## config.mk

```make
export PLATFORM = sky130hd
export DESIGN_NAME = key_search_ctrl_flat
export DESIGN_NICKNAME = d
export VERILOG_FILES = /design/src/rtl/key_search_ctrl_if.sv /design/src/rtl/key_search_ctrl.sv /design/src/flat_wrapper.sv
export SDC_FILE = /design/constraint.sdc
export NUM_CORES = 1
export LEC_CHECK = 0
export ABC_AREA = 1
export BUFFER_PORTS_ARGS = -buffer_cell sky130_fd_sc_hd__buf_2
export CORE_MARGIN = 8
export CORE_UTILIZATION = 42
export DETAILED_ROUTE_END_ITERATION = 12
export GPL_TIMING_DRIVEN = 0
export MAX_ROUTING_LAYER = met4
export PLACE_DENSITY = 0.73
export SLEW_MARGIN = 20
export SYNTH_ARGS = -nofsm -noshare
export SYNTH_HDL_FRONTEND = slang
export SYNTH_SLANG_ARGS = --single-unit
```

## constraint.sdc

```tcl
create_clock -name clk -period 2.09 [get_ports clk]
set_input_delay 0.1045 -clock clk [delete_from_list [all_inputs] [get_ports clk]]
set_output_delay 0.1045 -clock clk [all_outputs]
set_load 0.05 [all_outputs]
```

## src/rtl/key_search_ctrl_if.sv

```systemverilog
// Port bundle of the key search controller: start/status, RC4 decoder handshake and decrypted-RAM read port.
// master = controller side, slave = decoder/RAM/top-level side.
interface key_search_ctrl_if #(
   parameter int KEY_WIDTH  = 24,
   parameter int ADDR_WIDTH = 5
) ();
   logic                  start;
   logic [KEY_WIDTH-1:0]  secret_key;
   logic                  decode_start;
   logic                  decode_done;
   logic [ADDR_WIDTH-1:0] msg_addr;
   logic [7:0]            msg_rdata;
   logic                  busy;
   logic                  found;
   logic                  not_found;
   logic [KEY_WIDTH-1:0]  key_found;
   logic [31:0]           perf_cycles;

   modport master (
      input  start, decode_done, msg_rdata,
      output secret_key, decode_start, msg_addr, busy, found, not_found, key_found, perf_cycles
   );

   modport slave (
      output start, decode_done, msg_rdata,
      input  secret_key, decode_start, msg_addr, busy, found, not_found, key_found, perf_cycles
   );
endinterface

```

## src/rtl/key_search_ctrl.sv

```systemverilog
// Brute-force RC4 key search: launch decoder, check MSG_LEN bytes at 2 cycles/byte with early abort; start ignored while busy.
// Define KEY_SEARCH_PERF_CNT_EN to build the saturating busy-cycle counter on perf_cycles (tied to 0 otherwise).
module key_search_ctrl #(
   parameter int                   KEY_WIDTH  = 24,
   parameter logic [KEY_WIDTH-1:0] KEY_MIN    = KEY_WIDTH'(24'h000000),
   parameter logic [KEY_WIDTH-1:0] KEY_MAX    = KEY_WIDTH'(24'h3FFFFF),
   parameter int                   MSG_LEN    = 32,
   parameter int                   ADDR_WIDTH = 5
) (
   input logic             clk,
   input logic             reset,
   key_search_ctrl_if.master ctrl
);
   localparam logic [ADDR_WIDTH-1:0] LAST_ADDR = ADDR_WIDTH'(MSG_LEN - 1);

   typedef enum logic [2:0] {
      S_IDLE,
      S_LAUNCH,
      S_WAIT_DEC,
      S_RD_WAIT,
      S_CHECK,
      S_NEXT_KEY
   } state_t;

   state_t                state_q, state_d;
   logic [KEY_WIDTH-1:0]  key_q, key_d;
   logic [ADDR_WIDTH-1:0] addr_q, addr_d;
   logic                  busy_q, busy_d;
   logic                  found_q, found_d;
   logic                  not_found_q, not_found_d;
   logic [KEY_WIDTH-1:0]  key_found_q, key_found_d;
   logic                  byte_ok;

   // Legal plaintext is lowercase letters and space only.
   assign byte_ok = (ctrl.msg_rdata == 8'd32) ||
                    ((ctrl.msg_rdata >= 8'd97) && (ctrl.msg_rdata <= 8'd122));

   always_ff @(posedge clk) begin
      if (reset) begin
         state_q     <= S_IDLE;
         key_q       <= '0;
         addr_q      <= '0;
         busy_q      <= 1'b0;
         found_q     <= 1'b0;
         not_found_q <= 1'b0;
         key_found_q <= '0;
      end else begin
         state_q     <= state_d;
         key_q       <= key_d;
         addr_q      <= addr_d;
         busy_q      <= busy_d;
         found_q     <= found_d;
         not_found_q <= not_found_d;
         key_found_q <= key_found_d;
      end
   end

   always_comb begin
      state_d     = state_q;
      key_d       = key_q;
      addr_d      = addr_q;
      busy_d      = busy_q;
      found_d     = found_q;
      not_found_d = not_found_q;
      key_found_d = key_found_q;
      case (state_q)
         S_IDLE: begin
            if (ctrl.start) begin
               key_d       = KEY_MIN;
               found_d     = 1'b0;
               not_found_d = 1'b0;
               busy_d      = 1'b1;
               state_d     = S_LAUNCH;
            end
         end
         S_LAUNCH:   state_d = S_WAIT_DEC;
         S_WAIT_DEC: begin
            if (ctrl.decode_done) begin
               addr_d  = '0;
               state_d = S_RD_WAIT;
            end
         end
         S_RD_WAIT:  state_d = S_CHECK;
         S_CHECK: begin
            if (!byte_ok) begin
               state_d = S_NEXT_KEY;
            end else if (addr_q == LAST_ADDR) begin
               key_found_d = key_q;
               found_d     = 1'b1;
               busy_d      = 1'b0;
               state_d     = S_IDLE;
            end else begin
               addr_d  = addr_q + 1'b1;
               state_d = S_RD_WAIT;
            end
         end
         S_NEXT_KEY: begin
            // Range end is terminal; the key never wraps past KEY_MAX.
            if (key_q == KEY_MAX) begin
               not_found_d = 1'b1;
               busy_d      = 1'b0;
               state_d     = S_IDLE;
            end else begin
               key_d   = key_q + 1'b1;
               state_d = S_LAUNCH;
            end
         end
         default: state_d = S_IDLE;
      endcase
   end

   assign ctrl.secret_key   = key_q;
   assign ctrl.decode_start = (state_q == S_LAUNCH);
   assign ctrl.msg_addr     = addr_q;
   assign ctrl.busy         = busy_q;
   assign ctrl.found        = found_q;
   assign ctrl.not_found    = not_found_q;
   assign ctrl.key_found    = key_found_q;

`ifdef KEY_SEARCH_PERF_CNT_EN
   logic [31:0] perf_q, perf_d;

   always_comb begin
      perf_d = perf_q;
      if ((state_q == S_IDLE) && ctrl.start) begin
         perf_d = '0;
      end else if (busy_q && (perf_q != 32'hFFFF_FFFF)) begin
         perf_d = perf_q + 32'd1;
      end
   end

   always_ff @(posedge clk) begin
      if (reset) begin
         perf_q <= '0;
      end else begin
         perf_q <= perf_d;
      end
   end

   assign ctrl.perf_cycles = perf_q;
`else
   assign ctrl.perf_cycles = '0;
`endif
endmodule

```

## src/flat_wrapper.sv

```systemverilog
// flat-port wrapper written by rule: the top's interface ports become plain ports
module key_search_ctrl_flat 
#(
   parameter int                   KEY_WIDTH  = 24,
   parameter logic [KEY_WIDTH-1:0] KEY_MIN    = KEY_WIDTH'(24'h000000),
   parameter logic [KEY_WIDTH-1:0] KEY_MAX    = KEY_WIDTH'(24'h3FFFFF),
   parameter int                   MSG_LEN    = 32,
   parameter int                   ADDR_WIDTH = 5
)
  (clk, reset, ctrl_start, ctrl_decode_done, ctrl_msg_rdata, ctrl_secret_key, ctrl_decode_start, ctrl_msg_addr, ctrl_busy, ctrl_found, ctrl_not_found, ctrl_key_found, ctrl_perf_cycles);
  key_search_ctrl_if #(.KEY_WIDTH(KEY_WIDTH), .ADDR_WIDTH(ADDR_WIDTH)) ctrl_i ();
  input logic clk;
  input logic reset;
  input wire logic [$bits(ctrl_i.start)-1:0] ctrl_start;
  input wire logic [$bits(ctrl_i.decode_done)-1:0] ctrl_decode_done;
  input wire logic [$bits(ctrl_i.msg_rdata)-1:0] ctrl_msg_rdata;
  output wire logic [$bits(ctrl_i.secret_key)-1:0] ctrl_secret_key;
  output wire logic [$bits(ctrl_i.decode_start)-1:0] ctrl_decode_start;
  output wire logic [$bits(ctrl_i.msg_addr)-1:0] ctrl_msg_addr;
  output wire logic [$bits(ctrl_i.busy)-1:0] ctrl_busy;
  output wire logic [$bits(ctrl_i.found)-1:0] ctrl_found;
  output wire logic [$bits(ctrl_i.not_found)-1:0] ctrl_not_found;
  output wire logic [$bits(ctrl_i.key_found)-1:0] ctrl_key_found;
  output wire logic [$bits(ctrl_i.perf_cycles)-1:0] ctrl_perf_cycles;
  assign ctrl_i.start = ctrl_start;
  assign ctrl_i.decode_done = ctrl_decode_done;
  assign ctrl_i.msg_rdata = ctrl_msg_rdata;
  assign ctrl_secret_key = ctrl_i.secret_key;
  assign ctrl_decode_start = ctrl_i.decode_start;
  assign ctrl_msg_addr = ctrl_i.msg_addr;
  assign ctrl_busy = ctrl_i.busy;
  assign ctrl_found = ctrl_i.found;
  assign ctrl_not_found = ctrl_i.not_found;
  assign ctrl_key_found = ctrl_i.key_found;
  assign ctrl_perf_cycles = ctrl_i.perf_cycles;
  key_search_ctrl #(.KEY_WIDTH(KEY_WIDTH), .KEY_MIN(KEY_MIN), .KEY_MAX(KEY_MAX), .MSG_LEN(MSG_LEN), .ADDR_WIDTH(ADDR_WIDTH)) u_core (.clk(clk), .reset(reset), .ctrl(ctrl_i));
endmodule
```

==> flow_results.org, run 1 <==
** Run status
- The run finished with clean final reports.

** Synth
- The largest total area in the synthesized netlist belongs to sky130_fd_sc_hd__dfxtp_1.
- The fraction of the mapped netlist area in compound gates is 0.1206.
- Each instance of the synthesized netlist takes up on average 7.005 µm².
- EDFF count, synth :: 0
- After synthesis, the largest family of logic cells by area is simple AND/OR/NAND/NOR gates.
- Yosys mapped the design onto 35 distinct sky130hd cell types.
- Among all cell types in the netlist, the one instantiated most often is sky130_fd_sc_hd__nor2_1.
- Of the total synthesized cell area, the portion taken by AND, OR, NAND and NOR gates is 0.3546.
- By area the synthesized netlist is led by sky130_fd_sc_hd__dfxtp_1 36%, sky130_fd_sc_hd__nor2_1 10%, sky130_fd_sc_hd__nand2_1 9.2%.
- Xor and xnor area share after synthesis :: 0.01336
- For this run, the number of Yosys warnings is 0.
- In this run the cell area of the synthesized design comes to 3278 µm².
- The share of synthesized area in the top cell type comes to 0.3603.
- Syn Inst Count :: 468
- Counting instances in the post-synthesis netlist gives the leading cell types as 89 x sky130_fd_sc_hd__nor2_1, 80 x sky130_fd_sc_hd__nand2_1, 59 x sky130_fd_sc_hd__dfxtp_1.
- Flip-flop and latch count after synthesis :: 59
- Of the synthesized area, sequential elements account for 0.3603.
- In the synthesized netlist the async set-or-reset flop fraction comes to 0.
- Measured against the total synthesized area, the mux share comes to 0.
- Of the total synthesized cell area, the portion taken by full adders, half adders and majority gates is 0.01145.
- The most used flip-flop cell after synthesis is sky130_fd_sc_hd__dfxtp_1.

** Finish
- Fraction of final layout cells with drive strength greater than 1 :: 0.2950
- Number of fill cells :: 801
- Compared with the post-synthesis result, the final layout area differs by 24.05%.
- For this run, the post-layout net count is 594.
- The number of antenna diodes in the final layout is 0.
- Final core occ :: 0.5317
- Post-Layout Cell Count :: 685

** Placed design
- Port buffering added 68 buffers.
- Once detailed placement completed, the half-perimeter wirelength came to 6.996 mm.
- Placed Cells incl. Taps :: 669
- The congestion estimate from routability-driven global placement came to 0.8763.

** Routing
- The detailed router finished its first iteration with 115 violations.
- Using the TritonRoute via totals, the vias-per-cell ratio works out to 4.778.
- Total iterations of the first detailed-routing run :: 6
- Drt drc :: 0
- Number of routed nets with antenna violations :: 0
- Via count :: 3273
- Overall routed net length :: 9.034 mm
- After detailed routing, the average wire length per cell comes to 13.19 µm.

** Clock tree
- CTS placed an instance of sky130_fd_sc_hd__clkbuf_8 at the clock tree root.
- Total number of clock tree sinks :: 59
- H-Tree Level Count :: 3
- Number of buffers on the longest clock path :: 2
- Count of hold-fix buffers inserted at cts :: 0
- After clock tree synthesis, the clock-pin slew on the worst setup and hold paths is 0.06 ns.
- CTS tree :: built
- The later pin in the worst-skew pair is clocked with a latency of 0.34 ns.
- CTS buffer count :: 9

** GRT
- The number of antenna violations at the first check in global routing came to 0.
- Fraction of met2 tracks used by global routing :: 0.2587
- Number of global-route vias before repair :: 3149
- Met1 usage :: 0.2078
- Global-route wire length before repair :: 14.90 mm
- In the global route stage, met3 resource usage came out at 0.04833.
- Global routing finished with a remaining overflow of 0.
- Largest net degree at the start of global routing :: 11
- After global routing, the most crowded layer is met2.
- For this run, the total global-route usage over all layers was measured as 0.1696.

** Floorplan
- The die covers 10890 µm².
- Core ar. :: 7647 µm²
- In this run the core area contains 32 standard-cell rows.
- For this configuration, the core starts out at a cell density of 0.4287.
- Ports :: 101
- Die extent in x :: 104.3 µm
- The die is 104.3 µm tall.

** Hold path
- The path class of the tightest hold or removal check is in2reg.
- The path with the worst hold slack has its endpoint at u_core.state_q[0]$_SDFFE_PP0P_.
- Startpoint of the tightest hold check path :: ctrl_decode_done
- Counting instances, the worst hold path has a depth of 4.

** Timing
- Max_slew headroom :: 0.5713
- Across all hold checks on the routed design, the worst slack comes to 0.1287 ns.
- Total negative slack :: 0 ns
- Dividing the final minimum period by the clock period gives 0.8879.
- Period minus WS final :: 1.856 ns
- Setup repair after global routing left no endpoint under its margin.
- Final number of hold-violating endpoints :: 0
- Layout Skew :: 0.01028 ns
- The number of pins exceeding their max-slew limit in the final report came to 0.
- Endpoints failing setup :: 0
- Static timing analysis puts the maximum clock frequency at 0.5389 GHz.
- Tightest Pin Transition :: 0.6430 ns

** Critical path
- Max FO, Critical Path :: 10
- STA puts the critical path data required time at 2.29 ns.
- Worst-case reg-to-reg path depth :: 11
- Sort of element at the start of the critical path :: flop
- The endpoint identified for the worst register-to-register timing path is u_core.ctrl.secret_key[21]$_SDFFE_PP0P_.
- The setup path with the least slack is of type reg2reg.
- Worst endpoint data arrival time :: 2.06 ns
- Kind of end point of the critical path :: flop
- Register-to-register setup slack :: 0.23 ns
- Worst R2R Start :: u_core.ctrl.secret_key[0]$_SDFFE_PP0P_

** Job
- The tool flagged a number of max-cap violations equal to 0.

** Power
- Power density over the cells :: 654.6 nW/µm²
- The worst-case IR drop observed on VDD is 0.4109 mV.
- Leakage dissipation :: 1.990 nW
==> cell usage in the layout (no fill, tap or decap) <==
cell and instances:
sky130_fd_sc_hd__ha_2 2, sky130_fd_sc_hd__or2_2 2, sky130_fd_sc_hd__ha_1 1, sky130_fd_sc_hd__nor3b_1 1, sky130_fd_sc_hd__nand2_1 80, sky130_fd_sc_hd__nor3_4 2
sky130_fd_sc_hd__nand3_2 2, sky130_fd_sc_hd__nor2_2 3, sky130_fd_sc_hd__inv_2 4, sky130_fd_sc_hd__buf_6 2, sky130_fd_sc_hd__nand4_1 7, sky130_fd_sc_hd__nand3b_1 2
sky130_fd_sc_hd__o21ai_0 24, sky130_fd_sc_hd__nand2_2 10, sky130_fd_sc_hd__inv_1 34, sky130_fd_sc_hd__nor4_2 1, sky130_fd_sc_hd__nand2_4 6, sky130_fd_sc_hd__nand3_1 24
sky130_fd_sc_hd__o21ai_2 1, sky130_fd_sc_hd__clkbuf_8 12, sky130_fd_sc_hd__nor4_1 1, sky130_fd_sc_hd__clkbuf_1 6, sky130_fd_sc_hd__and3_1 4, sky130_fd_sc_hd__conb_1 32
sky130_fd_sc_hd__clkbuf_4 1, sky130_fd_sc_hd__dfxtp_1 57, sky130_fd_sc_hd__buf_2 72, sky130_fd_sc_hd__buf_4 33, sky130_fd_sc_hd__a21oi_2 10, sky130_fd_sc_hd__o31ai_1 1
sky130_fd_sc_hd__a21oi_1 24, sky130_fd_sc_hd__a31oi_1 1, sky130_fd_sc_hd__clkinv_2 3, sky130_fd_sc_hd__o21ai_1 9, sky130_fd_sc_hd__dfxtp_2 2, sky130_fd_sc_hd__nor3_1 10
sky130_fd_sc_hd__nor2_1 88, sky130_fd_sc_hd__xor2_1 5, sky130_fd_sc_hd__nor2_4 4
==> cells by family (layout without fill, tap and decap cells) <==
kind of cell / count (synthesis) / in the layout
simple gates: 247 / 247
buf+inv: 83 / 167
compound gates: 70 / 70
flops: 59 / 59
xor+xnor: 5 / 5
fa+ha+maj: 3 / 3
other cells: 1 / 32
==> power by group <==
group          total, mW  internal (mW)  leakage [nW]  switching (mW)
Clock              0.953          0.517        0.0953           0.436
Combinational      0.533          0.140          1.42           0.393
Sequential          1.18           1.15         0.477          0.0277
Total               2.66           1.81          1.99           0.857
==> timing repair <==
| action | in CTS | in global routing |
|---|---|---|
| resized for setup | 0 | 6 |
| setup buffers | 0 | 1 |
| endpoints found under the setup margin | 0 | 35 |
==> metal layers <==
layer  part of all wire  wire, µm
met5                  0         0
met4              0.016       143
met3              0.067       607
met2               0.45      4063
met1               0.47      4219
==> state kept, by name, indices dropped and copies added (netlist names) <==
name                    flops
u_core.ctrl.busy            1
u_core.ctrl.found           1
u_core.ctrl.key_found      24
u_core.ctrl.msg_addr        5
u_core.ctrl.not_found       1
u_core.ctrl.secret_key     24
u_core.state_q              3
==> worst max path at each step <==
stage,start,slack [ns],end
after detailed placement,u_core.ctrl.msg_addr[0]$_SDFFE_PP0P_,0.08,u_core.ctrl.key_found[20]$_SDFFE_PP0P_
after CTS,u_core.ctrl.msg_addr[0]$_SDFFE_PP0P_,0.08,u_core.ctrl.key_found[12]$_SDFFE_PP0P_
final,u_core.ctrl.secret_key[0]$_SDFFE_PP0P_,0.23,u_core.ctrl.secret_key[21]$_SDFFE_PP0P_
after floorplan,u_core.ctrl.secret_key[1]$_SDFFE_PP0P_,0.03,u_core.ctrl.secret_key[16]$_SDFFE_PP0P_
after global placement,u_core.ctrl.msg_addr[0]$_SDFFE_PP0P_,0.15,u_core.ctrl.key_found[6]$_SDFFE_PP0P_
after global routing,u_core.ctrl.msg_addr[0]$_SDFFE_PP0P_,0.02,u_core.ctrl.key_found[20]$_SDFFE_PP0P_
==> through the flow <==
step / worst slack, ns / area, µm² / power, mW
after global routing: 0.02129 / 4066 / 2.781
final: 0.2343 / 4066 / 2.662
after floorplan: 0.03121 / 3396 / 1.635
after CTS: 0.07590 / 4043 / 2.675
after detailed placement: 0.08219 / 3864 / 1.723
after global placement: 0.1531 / 3864 / 1.714
==> worst max-delay path: stages, from the launching register on <==
cell and delay, ns:
sky130_fd_sc_hd__dfxtp_2 0.40, sky130_fd_sc_hd__ha_2 0.24, sky130_fd_sc_hd__inv_2 0.06, sky130_fd_sc_hd__nor2_4 0.17, sky130_fd_sc_hd__nand2_4 0.10, sky130_fd_sc_hd__nor2_4 0.13, sky130_fd_sc_hd__nand2_2 0.07, sky130_fd_sc_hd__nand2_2 0.08
sky130_fd_sc_hd__nand2_4 0.08, sky130_fd_sc_hd__buf_2 0.21, sky130_fd_sc_hd__nand4_1 0.12, sky130_fd_sc_hd__a21oi_2 0.06
==> layout make-up <==
type                    count  area [µm²]  area share
multi-input cells         357        1772      0.4357
flip-flops and latches     59        1184      0.2911
repair buffers             69       347.8     0.08554
plain buffers              44       309.0     0.07600
clock buffers              13       168.9     0.04154
inverters                  39       147.6     0.03631
well taps                 102       127.6     0.03138
clock inverters             2       10.01    0.002462
Note: power is estimated with default switching activity, not from simulation.
==> run 2: changes to the inputs <==
--- a/config.mk
+++ b/config.mk
@@ -10,9 +10,11 @@
 export CORE_MARGIN = 8
 export CORE_UTILIZATION = 42
 export DETAILED_ROUTE_END_ITERATION = 12
+export GPL_ROUTABILITY_DRIVEN = 1
 export GPL_TIMING_DRIVEN = 0
 export MAX_ROUTING_LAYER = met4
 export PLACE_DENSITY = 0.73
+export REMOVE_ABC_BUFFERS = 1
 export SLEW_MARGIN = 20
 export SYNTH_ARGS = -nofsm -noshare
 export SYNTH_HDL_FRONTEND = slang
==> run 2 against run 1 <==
Cell area is 7.3% lower. Utilization is 3.9 points lower. Total power down 6.1%. Wire length fell by 6.9%. Die area did not move. Fmax is 2.3% lower. Combinational power decreased by 11%. Global-route usage decreased by 0.97 points. Sequential share of layout area is 2.3 points higher. Critical path type unchanged.
==> flow_results.org, run 2 (synthesized netlist as in run 1, its figures left out) <==
** Run status
- The run finished with clean final reports.

** Routing
- Drt drc :: 0 (unchanged)
- The count of antenna-violating nets left after detailed routing was 0 (unchanged).
- The post-detailed-routing wire length is 8.414 mm (-6.9%).
- Violation count after the first detailed-route iteration :: 104 (-9.6%)
- The via-per-instance ratio is 4.888 (+2.3%).
- The count of TritonRoute iterations in the first routing pass is 5 (-1).
- Via count :: 3133 (-4.3%)
- The final routed wire length divided by cell count is 13.13 µm (-0.47%).

** Clock tree
- TritonCTS built the clock tree.
- Count of hold-fix buffers inserted at cts :: 0 (unchanged)
- The tree is rooted in a sky130_fd_sc_hd__clkbuf_8.
- The number of levels the H-tree was split into came to 3 (unchanged).
- The maximum root-to-sink buffer count is 2 (unchanged).
- The CTS buffer count is 9 (unchanged).
- The total clock sinks is 59 (unchanged).
- The clock-pin transition on the worst setup and hold timing paths is 0.06 ns (about the same).
- The later-pin clock latency in the skew report is 0.34 ns (about the same).

** Floorplan
- The initial standard-cell utilization of the core is 0.4287 (unchanged).
- The number of top-level design ports was 101 (unchanged).
- The die area was 10890 µm² (unchanged).
- The width of the die is 104.3 µm (unchanged).
- Core ar. :: 7647 µm² (unchanged)
- Count of standard-cell rows :: 32 (unchanged)
- The die height was 104.3 µm (unchanged).

** Finish
- The post-layout utilization of the core came to 0.4931 (-0.03861).
- Fraction of final layout cells with drive strength greater than 1 :: 0.2412 (-0.05384)
- The antenna diode count is 0 (unchanged).
- The final layout net count was 552 (-7.1%).
- Area added between synthesis and finish :: 15.04%
- The library cell used most frequently in the layout, excluding fill and tap cells, is sky130_fd_sc_hd__nor2_1.
- In the layout the commonest cells are 88 x sky130_fd_sc_hd__nor2_1, 80 x sky130_fd_sc_hd__nand2_1, 68 x sky130_fd_sc_hd__buf_2, 57 x sky130_fd_sc_hd__dfxtp_1, 34 x sky130_fd_sc_hd__inv_1.

** Critical path
- Kind of end point of the critical path :: flop
- Max FO, Critical Path :: 25 (+15)
- Sort of element at the start of the critical path :: flop
- Cell family contributing the most delay on the critical path :: simple AND/OR/NAND/NOR gates
- Slowest stage cell on the critical path :: sky130_fd_sc_hd__dfxtp_2
- The worst setup path is of the reg2reg kind.
- The buffer and inverter count on the worst path came to 2 (unchanged).
- Traced cell by cell, the critical path runs through ha_2 > inv_2 > nor2_4 > nand2_4 > nor2_4 > nand2_2 > nand2_2 > nand2_8 > clkinv_8 > nand2_1 > a21oi_1.
- Critical path required time :: 2.35 ns (+0.06 ns)
- Worst endpoint data arrival time :: 2.16 ns (+0.10 ns)
- CP peak stage delay :: 0.39 ns (about the same)

** Placed design
- The total half-perimeter wirelength after legalization and detailed placement was 6.260 mm (-11%).
- The final weighted congestion in routability-driven placement came to 0.9010 (+2.8%).
- The count of buffers inserted at the top-level ports was 68 (unchanged).

** GRT
- The global-route total usage across every layer is 0.1599 (-0.009724).
- The first-pass GRT wire length came to 14.08 mm (-5.5%).
- The via count of the first global-routing pass is 3074 (-2.4%).
- The largest net degree at the start of global routing came to 29 (+18).
- Overflow left after global routing :: 0 (unchanged)
- The number of antenna violations at the first check in global routing came to 0 (unchanged).

** Power
- The power per standard cell area came to 662.6 nW/µm² (+1.2%).
- The worst IR drop on VDD is 0.4017 mV (-2.2%).
- The total design power was 2.499 mW (-6.1%).
- Leakage dissipation :: 1.777 nW (-11%)

** Job
- The number of violations of the max-capacitance limit came to 0 (unchanged).

** Timing
- Hold WS :: 0.1292 ns (+0.0004380 ns)
- Maximum clock frequency :: 0.5266 GHz (-2.3%)
- The number of pins exceeding their max-slew limit in the final report was 0 (unchanged).
- Setup repair after global routing left no endpoint under its margin.
- Period minus WS final :: 1.899 ns (+0.04321 ns)
- Endpoints failing setup :: 0 (unchanged)
- The largest clock skew in the final design came to 0.004610 ns (-0.005666 ns).
- The period utilization is 0.9086 (+0.02068).
- Final number of hold-violating endpoints :: 0 (unchanged)
- Max_slew headroom :: 0.4692 (-0.1021)
- Tightest Pin Transition :: 0.7953 ns (+0.1523 ns)

** Hold path
- In this run the worst hold path is classified as in2reg.
==> run 2: metal layers <==
layer,GRT usage,up-vias,wire [µm]
met2,0.2568,83,4005
met5,-,-,0
met3,0.05204,10,500
met4,0.07446,0,125
met1,0.1760,1460,3782
li1,-,1580,-
==> run 2: tightest hold or removal path: cells and delay by family <==
kind,cells,cell delay [ns]
simple gates,3,0.20
buf+inv,2,0.13
==> run 2: layout make-up <==
cell class | instances | area (µm²)
clock buffers | 13 | 148.9
fillers | 797 | 3876
inverters | 39 | 158.9
multi-input cells | 357 | 1785
flip-flops and latches | 59 | 1184
well taps | 102 | 127.6
repair buffers | 71 | 366.6
==> run 2: worst paths after layout <==
check	startpoint	endpoint	slack (ns)	cells after the start
worst min register to register	u_core.ctrl.not_found$_SDFFE_PP0P_	u_core.ctrl.not_found$_SDFFE_PP0P_	0.45	2
worst max register to register	u_core.ctrl.secret_key[0]$_SDFFE_PP0P_	u_core.ctrl.secret_key[17]$_SDFFE_PP0P_	0.19	11
worst max-delay path	u_core.ctrl.secret_key[0]$_SDFFE_PP0P_	u_core.ctrl.secret_key[17]$_SDFFE_PP0P_	0.19	11
worst min-delay path	ctrl_start	u_core.state_q[0]$_SDFFE_PP0P_	0.13	5
==> run 2: repair_timing <==
| item | 4_1_cts | 5_1_grt |
|---|---|---|
| resized for setup | 3 | 5 |
| endpoints found under the setup margin | 13 | 49 |
| setup buffers | 1 | 1 |
| pin swaps | 1 | 1 |
| hold endpoints to repair | 0 | 0 |
==> run 2: metrics by stage <==
step | std cells | TNS [ns] | worst slack (ns) | area [µm²]
6_report | 641 | 0 | 0.1911 | 3771
5_1_grt | 641 | 0 | 0.01825 | 3771
4_1_cts | 640 | 0 | 0.01976 | 3746
3_5_place_dp | 626 | -1.227 | -0.1327 | 3570
3_3_place_gp | 625 | -11.71 | -0.4890 | 3556
2_1_floorplan | 455 | -5.812 | -0.2067 | 3088
==> run 2: power by group <==
group          internal (mW)  switching [mW]
Clock                  0.444           0.406
Combinational         0.0853           0.388
Sequential              1.15          0.0278
==> run 3: changes to the inputs <==
--- a/config.mk
+++ b/config.mk
@@ -15,6 +15,7 @@
 export MAX_ROUTING_LAYER = met4
 export PLACE_DENSITY = 0.73
 export REMOVE_ABC_BUFFERS = 1
+export SKIP_LAST_GASP = 1
 export SLEW_MARGIN = 20
 export SYNTH_ARGS = -nofsm -noshare
 export SYNTH_HDL_FRONTEND = slang
==> constraint.sdc (replaced) <==
create_clock -name clk -period 2.09 [get_ports clk]
set_input_delay 0.418 -clock clk [delete_from_list [all_inputs] [get_ports clk]]
set_output_delay 0.418 -clock clk [all_outputs]
set_load 0.05 [all_outputs]
==> run 3 against run 2 <==
Register-to-register slack about the same. Via count grew 0.13%. Critical path depth is the same. Die area unchanged. Global-route usage stayed put. Fmax hardly changed. Hold slack improved by 0.31 ns. Sequential share of layout area is 0.073 points lower. Cell area rose by 0.23%. Combinational power increased by 1%. Critical endpoint unchanged. Largest cell class unchanged.
==> flow_results.org, run 3 (synthesized netlist as in run 1, its figures left out) <==
** Run status
- Status :: finished, final reports clean

** Finish
- The share of post-route cells with drive strength above 1 came to 0.2444 (+0.003257).
- In the layout the commonest cells are 88 x sky130_fd_sc_hd__nor2_1, 80 x sky130_fd_sc_hd__nand2_1, 68 x sky130_fd_sc_hd__buf_2, 57 x sky130_fd_sc_hd__dfxtp_1, 33 x sky130_fd_sc_hd__inv_1.
- Leaving out fill and tap cells, the most frequent cell in the layout is sky130_fd_sc_hd__nor2_1.
- The total non-filler cell area in the finished layout came to 3780 µm² (+0.23%).
- The final layout net count is 553 (+0.18%).
- The antenna diode count came to 0 (unchanged).
- The area growth from synthesis to layout is 15.31%.
- The fill cell total of the finished layout is 796 (-0.13%).

** Clock tree
- Source-to-sink clock delay at the later pin of the worst-skew pair :: 0.34 ns (about the same)
- TritonCTS built the clock tree.
- Number of buffers on the longest clock path :: 2 (unchanged)
- The total clock sinks was 59 (unchanged).
- H-Tree Level Count :: 3 (unchanged)
- The CTS buffer count came to 9 (unchanged).
- In this run the clock root is driven by a sky130_fd_sc_hd__clkbuf_8.
- Clock-pin slew of the registers on the worst-case setup and hold paths :: 0.06 ns (about the same)
- The number of hold buffers added after CTS was 0 (unchanged).

** Power
- Leakage dissipation :: 1.772 nW (-0.29%)
- Power density over the cells :: 662.6 nW/µm² (about the same)
- The worst IR drop on VDD was 0.4020 mV (about the same).
- Post-layout power :: 2.505 mW (+0.24%)

** Timing
- Max_slew headroom :: 0.5719 (+0.1027)
- The number of pins exceeding their max-slew limit in the final report came to 0 (unchanged).
- Tightest Pin Transition :: 0.6387 ns (-0.1566 ns)
- The largest clock skew in the final design was 0.005408 ns (+0.0007978 ns).
- The final setup violation count was 0 (unchanged).
- Period minus WS final :: 1.898 ns (-0.0007800 ns)
- Maximum clock frequency :: 0.5268 GHz (about the same)
- Setup repair after global routing missed its margin :: false
- The period utilization was 0.9082 (about the same).
- Final number of hold-violating endpoints :: 0 (unchanged)
- Total negative slack :: 0 ns (unchanged)

** Floorplan
- Count of standard-cell rows :: 32 (unchanged)
- Die Y :: 104.3 µm (unchanged)
- The initial standard-cell utilization of the core came to 0.4287 (unchanged).
- The number of top-level design ports came to 101 (unchanged).
- The floorplan core area came to 7647 µm² (unchanged).
- The width of the die was 104.3 µm (unchanged).
- Die area :: 10890 µm² (unchanged)

** Placed design
- GP Congestion :: 0.9010 (unchanged)
- HPWL Detailed :: 6.260 mm (unchanged)
- Placed standard-cell area :: 3570 µm² (unchanged)
- PortBufs :: 68 (unchanged)

** GRT
- Global-route wire length before repair :: 14.08 mm (unchanged)
- Initial antenna violation count :: 0 (unchanged)
- Tot GR Track Use :: 0.1599 (unchanged)
- The largest net degree at the start of global routing came to 29 (unchanged).
- The global route total overflow is 0 (unchanged).
- Number of global-route vias before repair :: 3074 (unchanged)

** Routing
- The total via count after detailed routing was 3137 (+0.13%).
- Wire length per cell after detailed routing :: 13.41 µm (+2.1%)
- Total iterations of the first detailed-routing run :: 6 (+1)
- Number of routed nets with antenna violations :: 0 (unchanged)
- Violation count after the first detailed-route iteration :: 121 (+16%)
- The via-per-instance ratio came to 4.886 (about the same).
- The post-detailed-routing wire length came to 8.607 mm (+2.3%).
- The number of remaining DRC errors came to 0 (unchanged).

** Hold path
- Class of the most critical hold timing path :: in2reg

** Critical path
- The critical path in this run is classified as reg2reg.
- Worst-case reg-to-reg path depth :: 11 (unchanged)
- The worst register-to-register path ends at u_core.ctrl.secret_key[17]$_SDFFE_PP0P_.
- The slowest stage of the critical path belongs to the cell sky130_fd_sc_hd__dfxtp_2.
- The buffer and inverter count on the worst path is 2 (unchanged).
- The worst register-to-register path begins at u_core.ctrl.secret_key[0]$_SDFFE_PP0P_.
- Register-to-register setup slack :: 0.19 ns (about the same)
- The maximum fanout along the worst path is 25 (unchanged).
- The worst setup path is captured at a flop.
- CP peak stage delay :: 0.39 ns (about the same)
- The critical path goes through ha_2 > inv_2 > nor2_4 > nand2_4 > nor2_4 > nand2_2 > nand2_2 > nand2_8 > clkinv_8 > nand2_1 > a21oi_1.
- Worst endpoint data arrival time :: 2.16 ns (about the same)
- On the critical path the largest part of the delay comes from simple AND/OR/NAND/NOR gates.
- Endpoint of the worst setup timing path :: u_core.ctrl.secret_key[17]$_SDFFE_PP0P_
- Tracing the worst setup path back leads to its startpoint at u_core.ctrl.secret_key[0]$_SDFFE_PP0P_.
- The worst setup path is launched from a flop.
- Number of stages on the worst setup path :: 11 (unchanged)
- The worst endpoint required time was 2.35 ns (about the same).

** Job
- The number of violations of the max-capacitance limit was 0 (unchanged).
[run 3: layout make-up]
type | instances | area [µm²] | share of cell area
Clock buffer | 13 | 148.9 | 0.03939
Inverter | 39 | 162.7 | 0.04303
Multi-Input combinational cell | 357 | 1785 | 0.4724
Sequential cell | 59 | 1184 | 0.3131
Tap cell | 102 | 127.6 | 0.03376
Timing Repair Buffer | 71 | 366.6 | 0.09699
Timing Repair inverter | 1 | 5.005 | 0.001324
[run 3: metrics by stage]
step	utilization	std cells	hold slack (ns)	setup slack, ns
3_3_place_gp	0.4650	625	0.4404	-0.4890
5_1_grt	0.4943	642	0.4526	0.01767
3_5_place_dp	0.4668	626	0.4466	-0.2068
6_report	0.4943	642	0.4421	0.1919
4_1_cts	0.4899	640	0.4227	0.01976
2_1_floorplan	-	455	0.4804	-0.2067
[run 3: what timing repair did]
item | 4_1_cts | 5_1_grt
setup endpoints to repair | 13 | 49
pin swaps | 1 | 1
gates resized for setup | 3 | 6
buffers inserted | 1 | 1
gates cloned | 0 | 1
endpoints found under the hold margin | 0 | 0
[run 3: worst reg2reg max path, cell delays in order, from the launching register on]
cell and delay (ns):
sky130_fd_sc_hd__dfxtp_2 0.39, sky130_fd_sc_hd__ha_2 0.23, sky130_fd_sc_hd__inv_2 0.06, sky130_fd_sc_hd__nor2_4 0.21, sky130_fd_sc_hd__nand2_4 0.10, sky130_fd_sc_hd__nor2_4 0.12
sky130_fd_sc_hd__nand2_2 0.06, sky130_fd_sc_hd__nand2_2 0.10, sky130_fd_sc_hd__nand2_8 0.17, sky130_fd_sc_hd__clkinv_8 0.15, sky130_fd_sc_hd__nand2_1 0.07, sky130_fd_sc_hd__a21oi_1 0.16
[run 3: per-layer routing]
layer / GRT usage / up-vias / wire (µm)
met4: 0.07446 / 0 / 152
met1: 0.1760 / 1450 / 3821
li1: - / 1581 / -
met3: 0.05204 / 15 / 546
met2: 0.2568 / 91 / 4088
met5: - / - / 0
[run 3: report_power, final]
part / switching (mW) / internal (mW) / total, mW
combinational: 0.393 / 0.0857 / 0.479
sequential: 0.0269 / 1.15 / 1.17
clock: 0.407 / 0.444 / 0.851
[run 3: how the worst min path moves through the flow]
stage	from	end	slack, ns	depth (start not counted)
after detailed placement	u_core.ctrl.not_found$_SDFFE_PP0P_	u_core.ctrl.not_found$_SDFFE_PP0P_	0.45	2
after floorplan	reset	u_core.ctrl.secret_key[19]$_SDFFE_PP0P_	0.48	1
after global routing	ctrl_decode_done	u_core.state_q[0]$_SDFFE_PP0P_	0.45	4
after global placement	u_core.ctrl.not_found$_SDFFE_PP0P_	u_core.ctrl.not_found$_SDFFE_PP0P_	0.44	2
final	ctrl_start	u_core.state_q[0]$_SDFFE_PP0P_	0.44	5
after CTS	ctrl_start	u_core.state_q[0]$_SDFFE_PP0P_	0.42	5
